==> src/rtl/alu_pkg.sv <==
// Shared widths, FSM encoding and flag layout for the ALU operand/writeback stage.
package alu_pkg;

    localparam int unsigned DW     = 8;
    localparam int unsigned NREG   = 8;
    localparam int unsigned AW     = 3;
    localparam int unsigned FSW    = 4;
    localparam int unsigned SHW    = 3;
    localparam int unsigned FLW    = 4;

    localparam int unsigned FLAG_N = 3;
    localparam int unsigned FLAG_Z = 2;
    localparam int unsigned FLAG_C = 1;
    localparam int unsigned FLAG_V = 0;

    typedef enum logic [1:0] {
        S_IDLE = 2'd0,
        S_EXEC = 2'd1,
        S_WB   = 2'd2
    } seq_state_t;

    // Writeback controls held while an op is in flight
    typedef struct packed {
        logic [AW-1:0] rd;
        logic          wen;
        logic          setf;
    } wb_ctl_t;

    function automatic logic [FLW-1:0] pack_flags(input logic n, input logic z,
                                                  input logic c, input logic v);
        logic [FLW-1:0] f;
        f         = '0;
        f[FLAG_N] = n;
        f[FLAG_Z] = z;
        f[FLAG_C] = c;
        f[FLAG_V] = v;
        return f;
    endfunction

endpackage

==> src/rtl/alu_operand_sequencer_if.sv <==
// Decoder-side op handshake and ALU-side operand/result bus of the sequencer.
interface alu_operand_sequencer_if;
    import alu_pkg::*;

    logic            op_valid;
    logic            op_ready;
    logic [FSW-1:0]  op_fs;
    logic [SHW-1:0]  op_sh;
    logic [AW-1:0]   op_ra;
    logic [AW-1:0]   op_rb;
    logic [AW-1:0]   op_rd;
    logic            op_wen;
    logic            op_setf;
    logic [DW-1:0]   op_imm;
    logic [DW-1:0]   ext_in;

    logic [DW-1:0]   alu_a;
    logic [DW-1:0]   alu_b;
    logic [FSW-1:0]  alu_fs;
    logic [SHW-1:0]  alu_sh;
    logic [DW-1:0]   alu_in;
    logic [DW-1:0]   alu_ink;
    logic [DW-1:0]   alu_f;
    logic            alu_n;
    logic            alu_z;
    logic            alu_c;
    logic            alu_v;

    // The sequencer is the slave of the decoder and drives the ALU operands
    modport slave (
        input  op_valid, op_fs, op_sh, op_ra, op_rb, op_rd, op_wen, op_setf, op_imm, ext_in,
        input  alu_f, alu_n, alu_z, alu_c, alu_v,
        output op_ready, alu_a, alu_b, alu_fs, alu_sh, alu_in, alu_ink
    );

    modport master (
        output op_valid, op_fs, op_sh, op_ra, op_rb, op_rd, op_wen, op_setf, op_imm, ext_in,
        output alu_f, alu_n, alu_z, alu_c, alu_v,
        input  op_ready, alu_a, alu_b, alu_fs, alu_sh, alu_in, alu_ink
    );

endinterface

==> src/rtl/regfile_8x8.sv <==
// 8x8 register file: two operand read ports, one debug read port, one write port; R0 reads 0.
module regfile_8x8
    import alu_pkg::*;
(
    input  logic          clk,
    input  logic          rst_n,
    input  logic          i_we,
    input  logic [AW-1:0] i_waddr,
    input  logic [DW-1:0] i_wdata,
    input  logic [AW-1:0] i_raddr_a,
    input  logic [AW-1:0] i_raddr_b,
    input  logic [AW-1:0] i_dbg_addr,
    output logic [DW-1:0] o_rdata_a,
    output logic [DW-1:0] o_rdata_b,
    output logic [DW-1:0] o_dbg_data
);

    logic [DW-1:0] r_mem [NREG];

    always_ff @(posedge clk or negedge rst_n) begin
        if (!rst_n) begin
            for (int i = 0; i < int'(NREG); i++) begin
                r_mem[i] <= '0;
            end
        end else if (i_we && (i_waddr != '0)) begin
            r_mem[i_waddr] <= i_wdata;
        end
    end

    assign o_rdata_a  = (i_raddr_a  == '0) ? '0 : r_mem[i_raddr_a];
    assign o_rdata_b  = (i_raddr_b  == '0) ? '0 : r_mem[i_raddr_b];
    assign o_dbg_data = (i_dbg_addr == '0) ? '0 : r_mem[i_dbg_addr];

endmodule

==> src/rtl/alu_operand_sequencer.sv <==
// Operand/writeback stage around the combinational ALU: one op in flight, IDLE -> EXEC -> WB.
module alu_operand_sequencer
    import alu_pkg::*;
(
    input  logic                     clk,
    input  logic                     rst_n,
    alu_operand_sequencer_if.slave   bus,
    output logic [FLW-1:0]           flags,
    output logic                     done,
    input  logic [AW-1:0]            dbg_addr,
    output logic [DW-1:0]            dbg_data
);

    seq_state_t     r_state;
    seq_state_t     w_next;
    logic           w_accept;
    logic           w_wb;
    logic           w_we;

    wb_ctl_t        r_ctl;
    logic [DW-1:0]  r_a;
    logic [DW-1:0]  r_b;
    logic [FSW-1:0] r_fs;
    logic [SHW-1:0] r_sh;
    logic [DW-1:0]  r_in;
    logic [DW-1:0]  r_ink;
    logic [FLW-1:0] r_flags;

    logic [DW-1:0]  w_rd_a;
    logic [DW-1:0]  w_rd_b;

    always_ff @(posedge clk or negedge rst_n) begin
        if (!rst_n) begin
            r_state <= S_IDLE;
        end else begin
            r_state <= w_next;
        end
    end

    always_comb begin
        w_next   = r_state;
        w_accept = 1'b0;
        w_wb     = 1'b0;
        case (r_state)
            S_IDLE: begin
                if (bus.op_valid) begin
                    w_accept = 1'b1;
                    w_next   = S_EXEC;
                end
            end
            S_EXEC: begin
                w_wb   = 1'b1;
                w_next = S_WB;
            end
            S_WB: begin
                w_next = S_IDLE;
            end
            default: begin
                w_next = S_IDLE;
            end
        endcase
    end

    // Operands and writeback controls are captured only at the accept edge
    always_ff @(posedge clk or negedge rst_n) begin
        if (!rst_n) begin
            r_ctl <= '0;
            r_a   <= '0;
            r_b   <= '0;
            r_fs  <= '0;
            r_sh  <= '0;
            r_in  <= '0;
            r_ink <= '0;
        end else if (w_accept) begin
            r_ctl <= '{rd: bus.op_rd, wen: bus.op_wen, setf: bus.op_setf};
            r_a   <= w_rd_a;
            r_b   <= w_rd_b;
            r_fs  <= bus.op_fs;
            r_sh  <= bus.op_sh;
            r_in  <= bus.ext_in;
            r_ink <= bus.op_imm;
        end
    end

    always_ff @(posedge clk or negedge rst_n) begin
        if (!rst_n) begin
            r_flags <= '0;
        end else if (w_wb && r_ctl.setf) begin
            r_flags <= pack_flags(bus.alu_n, bus.alu_z, bus.alu_c, bus.alu_v);
        end
    end

    assign w_we = w_wb && r_ctl.wen && (r_ctl.rd != '0);

    regfile_8x8 u_regfile (
        .clk        (clk),
        .rst_n      (rst_n),
        .i_we       (w_we),
        .i_waddr    (r_ctl.rd),
        .i_wdata    (bus.alu_f),
        .i_raddr_a  (bus.op_ra),
        .i_raddr_b  (bus.op_rb),
        .i_dbg_addr (dbg_addr),
        .o_rdata_a  (w_rd_a),
        .o_rdata_b  (w_rd_b),
        .o_dbg_data (dbg_data)
    );

    // Ready is a state decode, held low while reset is asserted
    assign bus.op_ready = (r_state == S_IDLE) && rst_n;
    assign done         = (r_state == S_WB);
    assign flags        = r_flags;
    assign bus.alu_a    = r_a;
    assign bus.alu_b    = r_b;
    assign bus.alu_fs   = r_fs;
    assign bus.alu_sh   = r_sh;
    assign bus.alu_in   = r_in;
    assign bus.alu_ink  = r_ink;

endmodule
==> src/flat_wrapper.sv <==
// flat-port wrapper written by rule: the top's interface ports become plain ports
module alu_operand_sequencer_flat import alu_pkg::*;
  (clk, rst_n, flags, done, dbg_addr, dbg_data, bus_op_valid, bus_op_fs, bus_op_sh, bus_op_ra, bus_op_rb, bus_op_rd, bus_op_wen, bus_op_setf, bus_op_imm, bus_ext_in, bus_alu_f, bus_alu_n, bus_alu_z, bus_alu_c, bus_alu_v, bus_op_ready, bus_alu_a, bus_alu_b, bus_alu_fs, bus_alu_sh, bus_alu_in, bus_alu_ink);
  alu_operand_sequencer_if bus_i ();
  input  logic clk;
  input  logic rst_n;
  output logic [FLW-1:0] flags;
  output logic done;
  input  logic [AW-1:0] dbg_addr;
  output logic [DW-1:0] dbg_data;
  input wire logic [$bits(bus_i.op_valid)-1:0] bus_op_valid;
  input wire logic [$bits(bus_i.op_fs)-1:0] bus_op_fs;
  input wire logic [$bits(bus_i.op_sh)-1:0] bus_op_sh;
  input wire logic [$bits(bus_i.op_ra)-1:0] bus_op_ra;
  input wire logic [$bits(bus_i.op_rb)-1:0] bus_op_rb;
  input wire logic [$bits(bus_i.op_rd)-1:0] bus_op_rd;
  input wire logic [$bits(bus_i.op_wen)-1:0] bus_op_wen;
  input wire logic [$bits(bus_i.op_setf)-1:0] bus_op_setf;
  input wire logic [$bits(bus_i.op_imm)-1:0] bus_op_imm;
  input wire logic [$bits(bus_i.ext_in)-1:0] bus_ext_in;
  input wire logic [$bits(bus_i.alu_f)-1:0] bus_alu_f;
  input wire logic [$bits(bus_i.alu_n)-1:0] bus_alu_n;
  input wire logic [$bits(bus_i.alu_z)-1:0] bus_alu_z;
  input wire logic [$bits(bus_i.alu_c)-1:0] bus_alu_c;
  input wire logic [$bits(bus_i.alu_v)-1:0] bus_alu_v;
  output wire logic [$bits(bus_i.op_ready)-1:0] bus_op_ready;
  output wire logic [$bits(bus_i.alu_a)-1:0] bus_alu_a;
  output wire logic [$bits(bus_i.alu_b)-1:0] bus_alu_b;
  output wire logic [$bits(bus_i.alu_fs)-1:0] bus_alu_fs;
  output wire logic [$bits(bus_i.alu_sh)-1:0] bus_alu_sh;
  output wire logic [$bits(bus_i.alu_in)-1:0] bus_alu_in;
  output wire logic [$bits(bus_i.alu_ink)-1:0] bus_alu_ink;
  assign bus_i.op_valid = bus_op_valid;
  assign bus_i.op_fs = bus_op_fs;
  assign bus_i.op_sh = bus_op_sh;
  assign bus_i.op_ra = bus_op_ra;
  assign bus_i.op_rb = bus_op_rb;
  assign bus_i.op_rd = bus_op_rd;
  assign bus_i.op_wen = bus_op_wen;
  assign bus_i.op_setf = bus_op_setf;
  assign bus_i.op_imm = bus_op_imm;
  assign bus_i.ext_in = bus_ext_in;
  assign bus_i.alu_f = bus_alu_f;
  assign bus_i.alu_n = bus_alu_n;
  assign bus_i.alu_z = bus_alu_z;
  assign bus_i.alu_c = bus_alu_c;
  assign bus_i.alu_v = bus_alu_v;
  assign bus_op_ready = bus_i.op_ready;
  assign bus_alu_a = bus_i.alu_a;
  assign bus_alu_b = bus_i.alu_b;
  assign bus_alu_fs = bus_i.alu_fs;
  assign bus_alu_sh = bus_i.alu_sh;
  assign bus_alu_in = bus_i.alu_in;
  assign bus_alu_ink = bus_i.alu_ink;
  alu_operand_sequencer u_core (.clk(clk), .rst_n(rst_n), .bus(bus_i), .flags(flags), .done(done), .dbg_addr(dbg_addr), .dbg_data(dbg_data));
endmodule
==> config.mk <==
export PLATFORM = sky130hd
export DESIGN_NAME = alu_operand_sequencer_flat
export DESIGN_NICKNAME = d
export VERILOG_FILES = /design/src/rtl/alu_pkg.sv /design/src/rtl/alu_operand_sequencer_if.sv /design/src/rtl/regfile_8x8.sv /design/src/rtl/alu_operand_sequencer.sv /design/src/flat_wrapper.sv
export SDC_FILE = /design/constraint.sdc
export NUM_CORES = 1
export LEC_CHECK = 0
export CAP_MARGIN = 20
export CORE_AREA = 2 2 114 116
export CTS_CLUSTER_SIZE = 20
export DETAILED_ROUTE_END_ITERATION = 10
export DIE_AREA = 0 0 116 118
export HOLD_SLACK_MARGIN = 0.06
export PLACE_DENSITY = 0.76
export SLEW_MARGIN = 20
export SYNTH_ARGS = -nofsm -noshare
export SYNTH_HDL_FRONTEND = slang
export SYNTH_HIERARCHICAL = 1
export SYNTH_SLANG_ARGS = --single-unit
==> constraint.sdc <==
create_clock -name clk -period 1.95 [get_ports clk]
set_clock_uncertainty 0.15 [all_clocks]
set_input_delay 0.195 -clock clk [delete_from_list [all_inputs] [get_ports clk]]
set_output_delay 0.195 -clock clk [all_outputs]
set_load 0.1 [all_outputs]
==> Yosys cells after proc, flatten, opt, wreduce, memory -nomap -nowiden <==
Cells that the tools add are included.
{ "word_totals": {"ff_bits": 114, "input_bits": 52, "out_inout_bits": 53} }
{ "classes": {"bitwise_logic": 4, "reduce_logical": 11, "eq_ne": 3, "order_cmp": 5, "n_mux": 20} }
{ "op_table": {"columns": ["cell", "count"], "rows": [
  ["2-to-1 mux 8 bit", 10],
  ["binary-select mux 8 bit (select 3 bit)", 3],
  ["bitwise mux 64 bit", 1],
  ["demux 8 bit (select 3 bit)", 1],
  ["greater-or-equal comparator 4 bit (second input constant)", 4],
  ["inverter 3 -> 4 bit", 4],
  ["zero test 3 bit", 3],
  ["logical AND 1 bit", 6],
  ["less-than comparator 4 x 1 -> 1 bit (second input constant)", 1],
  ["one-hot mux 2 bit (2 select lines)", 1],
  ["2-to-1 mux 1 bit", 3],
  ["nonzero test 3 bit", 1],
  ["equality test 2 x 1 -> 1 bit (second input constant)", 1],
  ["equality test 2 bit (second input constant)", 1],
  ["zero test 2 bit", 1],
  ["2-to-1 mux 2 bit", 1],
  ["inequality test 2 bit (second input constant)", 1]
]} }

==> Logic depth before layout (Yosys ltp) <==
{ "depth": {"ltp_word": 6, "ltp_mapped": 7, "ltp_nobuf": 5} }

==> Cells and area by module <==
Netlist, hierarchy kept.
{ "modules_own_cells": {"columns": ["module", "area_per_inst_um2", "n_inst", "cells_each"], "rows": [
  ["regfile_8x8", 3763.6, 1, 293],
  ["alu_operand_sequencer", 2080.7, 1, 109]
]} }

==> Worst setup path after synthesis <==
Ideal clock, no wire load.
{ "synth_timing": {"path_type": "input to output", "start": "in dbg_addr[0]", "end": "out dbg_data[0]", "stages": 5, "required_ns": 1.605, "arrival_time_ns": 3.037, "path_slack_ns": -1.432, "cell_sequence": "buf_6 -> buf_12 -> buf_12 -> mux2i_1 -> a221oi_1"} }
{ "synth_between": {"elab_chain_len": 5} }
{ "synth_rtl": {"columns": ["item", "line_no", "rtl"], "rows": [
  ["start: declaration", "flat_wrapper.sv:9", "input logic [AW-1:0] dbg_addr;"],
  ["inverter 3 -> 4 bit (implied by the code)", "regfile_8x8.sv:32", "assign o_dbg_data = (i_dbg_addr == '0) ? '0 : r_mem[i_dbg_addr];"],
  ["binary-select mux 8 bit (select 3 bit)", "regfile_8x8.sv:32", null],
  ["2-to-1 mux 8 bit (implied by the code) (2 in series)", "regfile_8x8.sv:32", null],
  ["2-to-1 mux 8 bit *", "regfile_8x8.sv:32", null],
  ["end: declaration", "flat_wrapper.sv:10", "output logic [DW-1:0] dbg_data;"]
]} }
Mark *: on every way between the ends. The rest lies on a longest branch, timed or not. The select of a mux whose other input is x is not followed.

==> Final worst setup path <==
{ "layout_timing": {"start": "reg u_core/u_regfile/r_mem[45] (netlist bit)", "end": "out dbg_data[5]"} }
{ "layout_between": {"elab_chain_len": 4} }
{ "layout_rtl": {"columns": ["item", "line_no", "rtl"], "rows": [
  ["start: declaration", "regfile_8x8.sv:18", "logic [DW-1:0] r_mem [NREG];"],
  ["start signal: indexed assignment", "regfile_8x8.sv:26", "r_mem[i_waddr] <= i_wdata;"],
  ["binary-select mux 8 bit (select 3 bit)", "regfile_8x8.sv:32", null],
  ["2-to-1 mux 8 bit (implied by the code) (2 in series)", "regfile_8x8.sv:32", null],
  ["2-to-1 mux 8 bit", "regfile_8x8.sv:32", null]
]} }
No other way between the ends. The select of a mux whose other input is x is not followed.

==> results.sh <==
export IMPL_status="finished, violations left"
export IMPL_violations="setup timing"
export IMPL_switching_share_pct=47.16
export IMPL_fin_setup_tns_ns=-0.01546
export IMPL_ys_ff_latch=106
export IMPL_worst_pin_slew_ns=0.5720
export IMPL_synth_top_cell_by_area="dfrtp_1"
export IMPL_drc=0
export IMPL_crit_required_ns=1.60
export IMPL_r2r_start="u_core/r_state[1]"
export IMPL_numCtsBuffers=9
export IMPL_fin_crit_sh_pct=100.6
export IMPL_p_switching_mw=6.082
export IMPL_routed_wl_um=15200
export IMPL_synth_area_leaders="dfrtp_1 45%, mux2_2 16%, mux2_4 11%"
export IMPL_ff_latch_area_mm2=0.002654
export IMPL_clk_pin_slew_ns=0.07
export IMPL_grt_util_met1_pct=29.02
export IMPL_fillers=935
export IMPL_dp_slack_ns=-0.3579
export IMPL_start_util_pct=47.08
export IMPL_place_congestion=0.9439
export IMPL_antenna_found_initial=0
export IMPL_first_global_vias=4252
export IMPL_antennaDiodeCount=0
export IMPL_power_density_mw_per_mm2=1607
export IMPL_crit_slowest_cell="dfrtp_1"
export IMPL_cp_cell_sequence="mux2_4, a221oi_4, a221oi_4, buf_12"
export IMPL_hp_class="in -> reg"
export IMPL_drtIter0Drc=191
export IMPL_numPortBuffers=104
export IMPL_pwr_share_clk_pct=14.8
export IMPL_drive_gt1_share_pct=54.14
export IMPL_end_kind="output pin"
export IMPL_intPower_mw=6.815
export IMPL_die_h_um=118
export IMPL_r2r_end="u_core/u_regfile/r_mem[25]"
export IMPL_root_buffer="clkbuf_16"
export IMPL_insertion_delay_ns=0.35
export IMPL_core_rowCount=41
export IMPL_postRouteAntennaNets=0
export IMPL_path_buf_inv=1
export IMPL_fmax_mhz=509.7
export IMPL_viasPerCell=5.620
export IMPL_synth_top_area_share_pct=45.39
export IMPL_synth_fp_nets=454
export IMPL_maxCapViolations=0
export IMPL_syn_area_per_cell_um2=14.54
export IMPL_htreeDepth=3
export IMPL_syn_area_mm2=0.005844
export IMPL_crit_type="reg -> out"
export IMPL_synth_cell_types=36
export IMPL_p_leak_nw=3.623
export IMPL_pwr_share_seq_pct=30.8
export IMPL_min_to="u_core/bus.alu_sh[2]"
export IMPL_cp_start_kind="flop"
export IMPL_crit_path_max_fanout=2
export IMPL_setup_ws_ns=-0.01181
export IMPL_multiInputGateArea_mm2=0.003124
export IMPL_hold_viol_final=0
export IMPL_vias=4091
export IMPL_critPathArrivalTime_ns=1.62
export IMPL_seq_area_frac_synth_pct=45.39
export IMPL_fp_dieW_um=116
export IMPL_ir_drop_v=0.0006524
export IMPL_first_pass_iters=5
export IMPL_comb_power_share_pct=54.5
export IMPL_relSlewSlack_pct=61.87
export IMPL_cts_buffer_depth=2
export IMPL_grt_overflow=0
export IMPL_wl_per_cell_um=20.88
export IMPL_hold_depth=2
export IMPL_timing_final_crit_period_ns=1.962
export IMPL_area_growth_pct=37.32
export IMPL_grt_busiest_layer="met2"
export IMPL_setup_viol=2
export IMPL_core_mm2=0.01241
export IMPL_grt_usage_pct=23.04
export IMPL_r2r_cells=7
export IMPL_grt_max_degree=107
export IMPL_hp_start="bus_op_sh[2]"
export IMPL_critPathTopFamily="flip-flops"
export IMPL_place_hpwl_um=10380
export IMPL_met3_usage_pct=4.325
export IMPL_fin_nets=603
export IMPL_crit_top_cell="a221oi_4"
export IMPL_yosys_warnings=6
export IMPL_die_area_mm2=0.01369
export IMPL_slew_viol_final=0
export IMPL_rsz0062_at_grt="yes"
export IMPL_grt_pass1_wl_um=23800
export IMPL_io_pins=105
export IMPL_syn_instance_count=402
export IMPL_rrSetupSlack_ns=0.01
export IMPL_cpPeakStageDelay_ns=0.41
export IMPL_cts_tree="built"
export IMPL_cts_sinks=106
export IMPL_met2_usage_pct=38.96
[flip-flops by register name, indices dropped and copies added (netlist names)]
signal / cells
u_core/bus.alu_a: 8
u_core/bus.alu_ink: 8
u_core/u_regfile/r_mem: 56
u_core/bus.alu_sh: 3
u_core/bus.alu_in: 8
u_core/bus.alu_b: 8
u_core/r_ctl: 5
u_core/r_state: 2
u_core/flags: 4
u_core/bus.alu_fs: 4
[power groups by stage]
stage	registers, mW	clock network, mW	logic (mW)
6_report	3.97	1.91	7.03
5_1_grt	4.08	2.06	7.28
4_1_cts	3.95	1.94	6.89
3_5_place_dp	3.98	0	6.63
3_3_place_gp	3.94	0	6.52
2_1_floorplan	6.20	0	2.74
[through the flow]
stage / util [%] / std cells / power, mW / hold slack (ns) / instance area [um^2]
final: 64.64 / 728 / 12.90 / 0.3019 / 8025
after global routing: 64.64 / 728 / 13.42 / 0.2851 / 8025
after CTS: 63.96 / 724 / 12.78 / 0.2926 / 7940
after detailed placement: 59.92 / 700 / 10.61 / 0.2189 / 7438
after global placement: 59.92 / 700 / 10.46 / 0.2076 / 7438
after floorplan: - / 402 / 8.941 / -0.2506 / 5982
[repair_timing]
item | CTS | global route
gates resized for setup | 22 | 16
setup endpoints to repair | 13 | 18
hold endpoints to repair | 106 | 0
pin swaps | 5 | 3
hold buffers | 1 | 0
gates cloned | 0 | 0
buffers inserted | 7 | 5
[synth_stat cells, drive strengths merged]
master    n
and4bb    2
and2b     3
a311oi    8
dfrtp   106
o311a     1
a22o      2
nor2b    12
mux2    128
and2      2
nand3b    1
buf      32
and3b     1
nor3      1
nor3b     2
a21oi     2
mux2i    40
nand2     3
inv       2
a31oi     2
nand2b    1
nand4     1
nand4b    3
a211oi    9
a221oi   35
clkbuf    3
[layer usage]
layer	up-vias	share of wire [%]
li1	1850	-
met1	2080	42
met2	124	52
met3	37	3.9
met4	0	2.6
met5	-	0
[cell families after synthesis]
| logic type | synth area share (%) |
|---|---|
| mux | 34.34 |
| flops | 45.39 |
| compound gates | 9.206 |
| buf+inv | 6.487 |
| simple gates | 4.582 |
[how the worst max path moves through the flow]
stage	startpoint	to	slack, ns	depth (start not counted)
after floorplan	dbg_addr[2]	dbg_data[0]	-0.05	4
final	u_core/u_regfile/r_mem[45]	dbg_data[5]	-0.01	4
after global routing	u_core/u_regfile/r_mem[45]	dbg_data[5]	-0.07	4
after global placement	bus_op_ra[1]	u_core/bus.alu_a[2]	-0.36	7
after detailed placement	bus_op_ra[1]	u_core/bus.alu_a[2]	-0.36	7
after CTS	u_core/u_regfile/r_mem[35]	dbg_data[3]	-0.02	4
[placed cells by master, fill, tap and decap left out, drive strengths merged]
cell,netlist,layout
dlygate4sd2,0,2
clkbuf,3,10
buf,32,122
and2,2,2
nor3b,2,2
nand2,3,3
a311oi,8,8
nand3b,1,1
a22o,2,2
and2b,3,3
dfrtp,106,106
dlygate4sd3,0,1
nand2b,1,1
and3b,1,1
a211oi,9,9
bufinv,0,1
nand4,1,1
nor3,1,1
mux2,128,128
inv,2,5
dlymetal6s2s,0,1
clkdlybuf4s50,0,47
a221oi,35,35
clkinv,0,2
o311a,1,1
a31oi,2,2
nor2b,12,12
nand4b,3,3
and4bb,2,2
mux2i,40,40
a21oi,2,2
[layout make-up]
class	instances	area share, %
multi-input cells	259	38.93
flip-flops and latches	106	33.07
repair buffers	173	21.34
clock buffers	10	2.978
well taps	172	2.682
clock inverters	6	0.9043
inverters	2	0.09355
No activity file was read; power rests on OpenSTA's default activity.
==> RTL change 1, RTL diff (same settings) <==
The package constant `FSW` goes from 4 to 6.
--- a/src/rtl/alu_pkg.sv
+++ b/src/rtl/alu_pkg.sv
@@ -6,3 +6,3 @@
     localparam int unsigned AW     = 3;
-    localparam int unsigned FSW    = 4;
+    localparam int unsigned FSW    = 6;
     localparam int unsigned SHW    = 3;
Ports: changed (resized bus_alu_fs and bus_op_fs); port bits go from 105 to 109. The function was not compared with the original's and may differ.
==> RTL change 1 against the original RTL <==
The flow still finishes with violations (setup timing). Setup slack got worse by 0.010 ns. Design area decreased by 0.80%. Count of clock-buffer cells in the layout increased by 2. Synthesized cell count increased by 1.0%. Sequential cell count increased by 2. Total power decreased by 1.0%. Routed wire length increased by 1.4%. Sequential power increased by 1%. First-iteration DRC count increased by 39%. Global-route usage increased by 0.25 points. Synthesized area decreased by 1.9%.
==> RTL change 1: results (changes against the original RTL) <==
PwrDens 1600 mW/mm² (-0.22%); worst hold path type in -> reg; Async SR Flop Fraction 100% (unchanged); post_cts resized 25 (+14%); Mapped Nets 460 (+1.3%); run status finished with violations; Detailed Route Iter0 Violations 265 (+39%); total CTS buffers 9 (unchanged); endpoints failing setup 1 (-1); Crit path arrival time 1.63 ns; number of global-route vias before repair 4326 (+1.7%); worst IR drop on VDD 0.701 mV (+7.5%); Remaining DRCs 0 (unchanged); max FFs per register 56 (unchanged); CTS H-tree lvls 3 (unchanged); CP Max Fanout 4 (+2); Clock Latency Late Sink between 0.3 and 0.4 ns; Total Routed Length 15400 µm (+1.4%); Yosys warnings 6 (unchanged); slew margin rel. 58.0% (-3.9 points); Synth area leaders dfrtp_1, mux2_2, mux2i_1, mux2_1, a221oi_1; hold buffer count at cts 1 (unchanged); violated checks setup timing; Netlist cell types 36 (unchanged); sequential area share after synthesis 47.2% (+1.8 points); drt first pass iters 4 (-1); CTS clk-pin slew, worst paths 0.07 ns (about the same); P_leak 3.50 nW (-3.3%); Post-CTS Setup Bufs 5 (-2); vias per cell 5.61 (-0.16%); Reg with most FFs u_core/u_regfile/r_mem; clock network power share 14.7%; initial antenna violation count 0 (unchanged); IO buf count 108 (+3.8%); Synth top cells by count dfrtp_1, mux2_2, mux2i_1, mux2_1, a221oi_1; Setup TNS Final -0.0223 ns (-0.00683 ns); Setup WS post-layout -0.0223 ns (-0.0105 ns); total global routing track utilization 23.3% (+0.25 points); GP Congestion 0.837 (-11%); DP Wirelength 10700 µm (+3.1%); fill count 936 (+0.11%); share of layout cells above drive strength 1 48.4% (-5.7 points); internal power 6.66 mW (-2.3%); pin count of the biggest net entering global routing 109 (+1.9%); Clock Tree Buf Depth 2 (unchanged); Diodes inserted 0 (unchanged); Nets 611 (+1.3%); Root Driver clkbuf_16; Most used DFF post-synth dfrtp_1; first-pass GRT wire length 24000 µm (+0.98%)
==> RTL change 1: cell families after synthesis <==
| kind of cell | Yosys count | share of synthesized area (%) |
|---|---|---|
| muxes | 170 | 32.9 |
| DFF | 108 | 47.2 |
| AOI/OAI and AO/OA | 59 | 9.39 |
| buffers and inverters | 37 | 5.94 |
| and+or+nand+nor | 32 | 4.65 |
==> RTL change 1: worst max-delay path: stages, from the launching register on <==
cell      delay (ns)
dfrtp_1         0.42
mux2_4          0.29
a221oi_4        0.30
a221oi_4        0.08
buf_12          0.19
==> RTL change 1: layout make-up <==
cell class / instances / share of cell area [%]
clock inverter: 4 / 0.707
inverter: 2 / 0.0943
tap: 172 / 2.70
multi-input combinational: 261 / 37.5
clock buffer: 12 / 3.10
sequential: 108 / 33.9
timing repair buffer: 175 / 22.0
==> RTL change 1: routing by layer <==
| layer | vias up | track usage [%] | wire (µm) |
|---|---|---|---|
| li1 | 1862 | - | - |
| met1 | 2112 | 28.7 | 6320 |
| met2 | 109 | 39.2 | 7970 |
| met3 | 35 | 5.05 | 649 |
| met4 | 0 | 9.45 | 473 |
| met5 | - | 0 | 0 |
==> RTL change 1: through the flow <==
stage               setup WS [ns]  utilization, %  hold WS [ns]  std cells  area (µm²)
finish                    -0.0223            64.1         0.283        734        7960
global route              -0.0722            64.1         0.281        734        7960
CTS                       -0.0502            63.6         0.279        726        7890
detailed placement         -0.305            59.3         0.216        703        7360
global placement           -0.328            59.3         0.202        703        7360
floorplan                 -0.0527               -        -0.251        406        5870
==> RTL change 1: worst paths after layout <==
check | slack [ns] | end | cells past startpoint | startpoint
worst max-delay path | -0.02 | dbg_data[5] | 4 | u_core/u_regfile/r_mem[37]$_DFFE_PN0P_
worst min-delay path | 0.28 | u_core/bus.alu_ink[0]$_DFFE_PN0P_ | 2 | bus_op_imm[0]
worst max register to register | 0.08 | u_core/u_regfile/r_mem[52]$_DFFE_PN0P_ | 5 | u_core/r_state[1]$_DFFE_PN0P_
worst min register to register | 0.32 | u_core/r_state[1]$_DFFE_PN0P_ | 1 | u_core/r_state[1]$_DFFE_PN0P_
max in group asynchronous | 0.84 | u_core/u_regfile/r_mem[7]$_DFFE_PN0P_ | 3 | rst_n
min in group asynchronous | 0.29 | u_core/u_regfile/r_mem[47]$_DFFE_PN0P_ | 3 | rst_n
==> RTL change 1: power by group through the flow <==
stage,registers (mW),clock network [mW],logic (mW)
after floorplan,6.33,0,2.50
after global placement,3.96,0,6.41
after detailed placement,4.04,0,6.52
after CTS,4.01,1.91,6.74
after global routing,4.13,2.00,7.15
final,4.01,1.88,6.87
==> RTL change 2, RTL diff (same flow settings) <==
Made on the original files. Put a register stage on the output `dbg_data`. The value now appears one clock later. The other outputs are not delayed to match.
--- a/src/rtl/alu_operand_sequencer.sv
+++ b/src/rtl/alu_operand_sequencer.sv
@@ -12,2 +12,4 @@
 );
+
+    logic [DW-1:0] dbg_data_d;
 
@@ -105,3 +107,3 @@
         .o_rdata_b  (w_rd_b),
-        .o_dbg_data (dbg_data)
+        .o_dbg_data (dbg_data_d)
     );
@@ -119,2 +121,6 @@
 
+    always_ff @(posedge clk) begin
+        dbg_data <= dbg_data_d;
+    end
+
 endmodule
Behaviour: not the same (a bounded check fails within 4 cycles, from zero or initial values and one cycle with rst_n low).
==> RTL change 2 against the original RTL <==
Setup slack improved by 0.059 ns. Design area fell by 0.81%. Count of clock-buffer cells in the layout rose by 10. Via count rose by 0.90%. Global-route usage rose by 0.45 points. Synthesized area rose by 2.7%. Routed wire length rose by 1.0%. Non-clock buffer count fell by 14. Clock power rose by 61%. Sequential cell count rose by 8. Total power rose by 5.6%. Maximum frequency rose by 3.1%. Largest power group unchanged.
==> RTL change 2: results (changes against the original RTL) <==
fraction of area in multi-input gates 35.5% (-3.4 points); internal power 7.58 mW (+11%); run status complete, no violations; Top delay family on crit path simple AND/OR/NAND/NOR gates; first-pass GRT wire length 24100 µm (+1.2%); Total Routed Length 15400 µm (+1.0%); vias after detailed routing 4128 (+0.90%); placed insts 704 (+0.57%); CP Max Fanout 8 (+6); CP peak stage delay 0.38 ns (-0.03 ns); syn avg cell area 14.6 µm² (+0.74%); fmax 526 MHz (+3.1%); worst IR drop on VDD 0.837 mV (+28%); Crit path arrival time 2.05 ns (+0.43 ns); Layout Cells excl Fill 738 (+1.4%); fill count 957 (+2.4%); Post-Place Setup Slack -0.229 ns (+0.129 ns); CTS H-tree lvls 4 (+1); sequential cell area 0.00281 mm² (+6.0%); hold_ws 0.236 ns (-0.0659 ns); drt first pass iters 4 (-1); Mapped Nets 462 (+1.8%); share of layout cells above drive strength 1 49.8% (-4.3 points); GP Congestion 0.883 (-6.4%); Nets 605 (+0.33%); Netlist cell types 37 (+2.8%)
## RTL change 2: cell types whose count changed after synthesis, sizes merged
cell / before / now
dfxtp: 0 / 8
## RTL change 2: layer usage
layer | share of wire, % | up-vias | GRT usage [%]
met5 | 0 | - | 0
met4 | 2.4 | 0 | 10.5
met3 | 6.2 | 28 | 7.47
met2 | 48 | 151 | 35.4
met1 | 44 | 2084 | 30.9
li1 | - | 1865 | -
## RTL change 2: power by group through the flow
stage	sequential, mW	combinational, mW	clock [mW]
after detailed placement	4.24	6.27	0
after global placement	4.20	6.14	0
final	4.26	6.28	3.08
after CTS	4.23	6.29	3.14
after floorplan	6.84	2.17	0
after global routing	4.39	6.52	3.25
## RTL change 2: through the flow
step           utilization, %  TNS (ns)  cell area [µm²]
6_report                 64.1         0             7960
5_1_grt                  64.1         0             7960
4_1_cts                  64.0         0             7950
3_5_place_dp             59.2     -2.69             7350
3_3_place_gp             59.2     -2.22             7350
2_1_floorplan               -   -0.0331             6010
## RTL change 2: worst paths after layout
path	from	to	depth (start not counted)
max in group asynchronous	rst_n	u_core/u_regfile/r_mem[27]$_DFFE_PN0P_	3
worst max register to register	u_core/r_state[1]$_DFFE_PN0P_	u_core/u_regfile/r_mem[44]$_DFFE_PN0P_	6
worst min register to register	u_core/bus.alu_ink[7]$_DFFE_PN0P_	u_core/bus.alu_ink[7]$_DFFE_PN0P_	1
worst min-delay path	rst_n	u_core/flags[0]$_DFFE_PN0P_	3
worst max-delay path	u_core/r_state[1]$_DFFE_PN0P_	u_core/u_regfile/r_mem[44]$_DFFE_PN0P_	6
min in group clk	bus_op_imm[7]	u_core/bus.alu_ink[7]$_DFFE_PN0P_	2
## RTL change 2: tightest hold or removal path, stage by stage
cell           delay, ns
dlygate4sd3_1       0.52
buf_4               0.12
buf_12              0.42
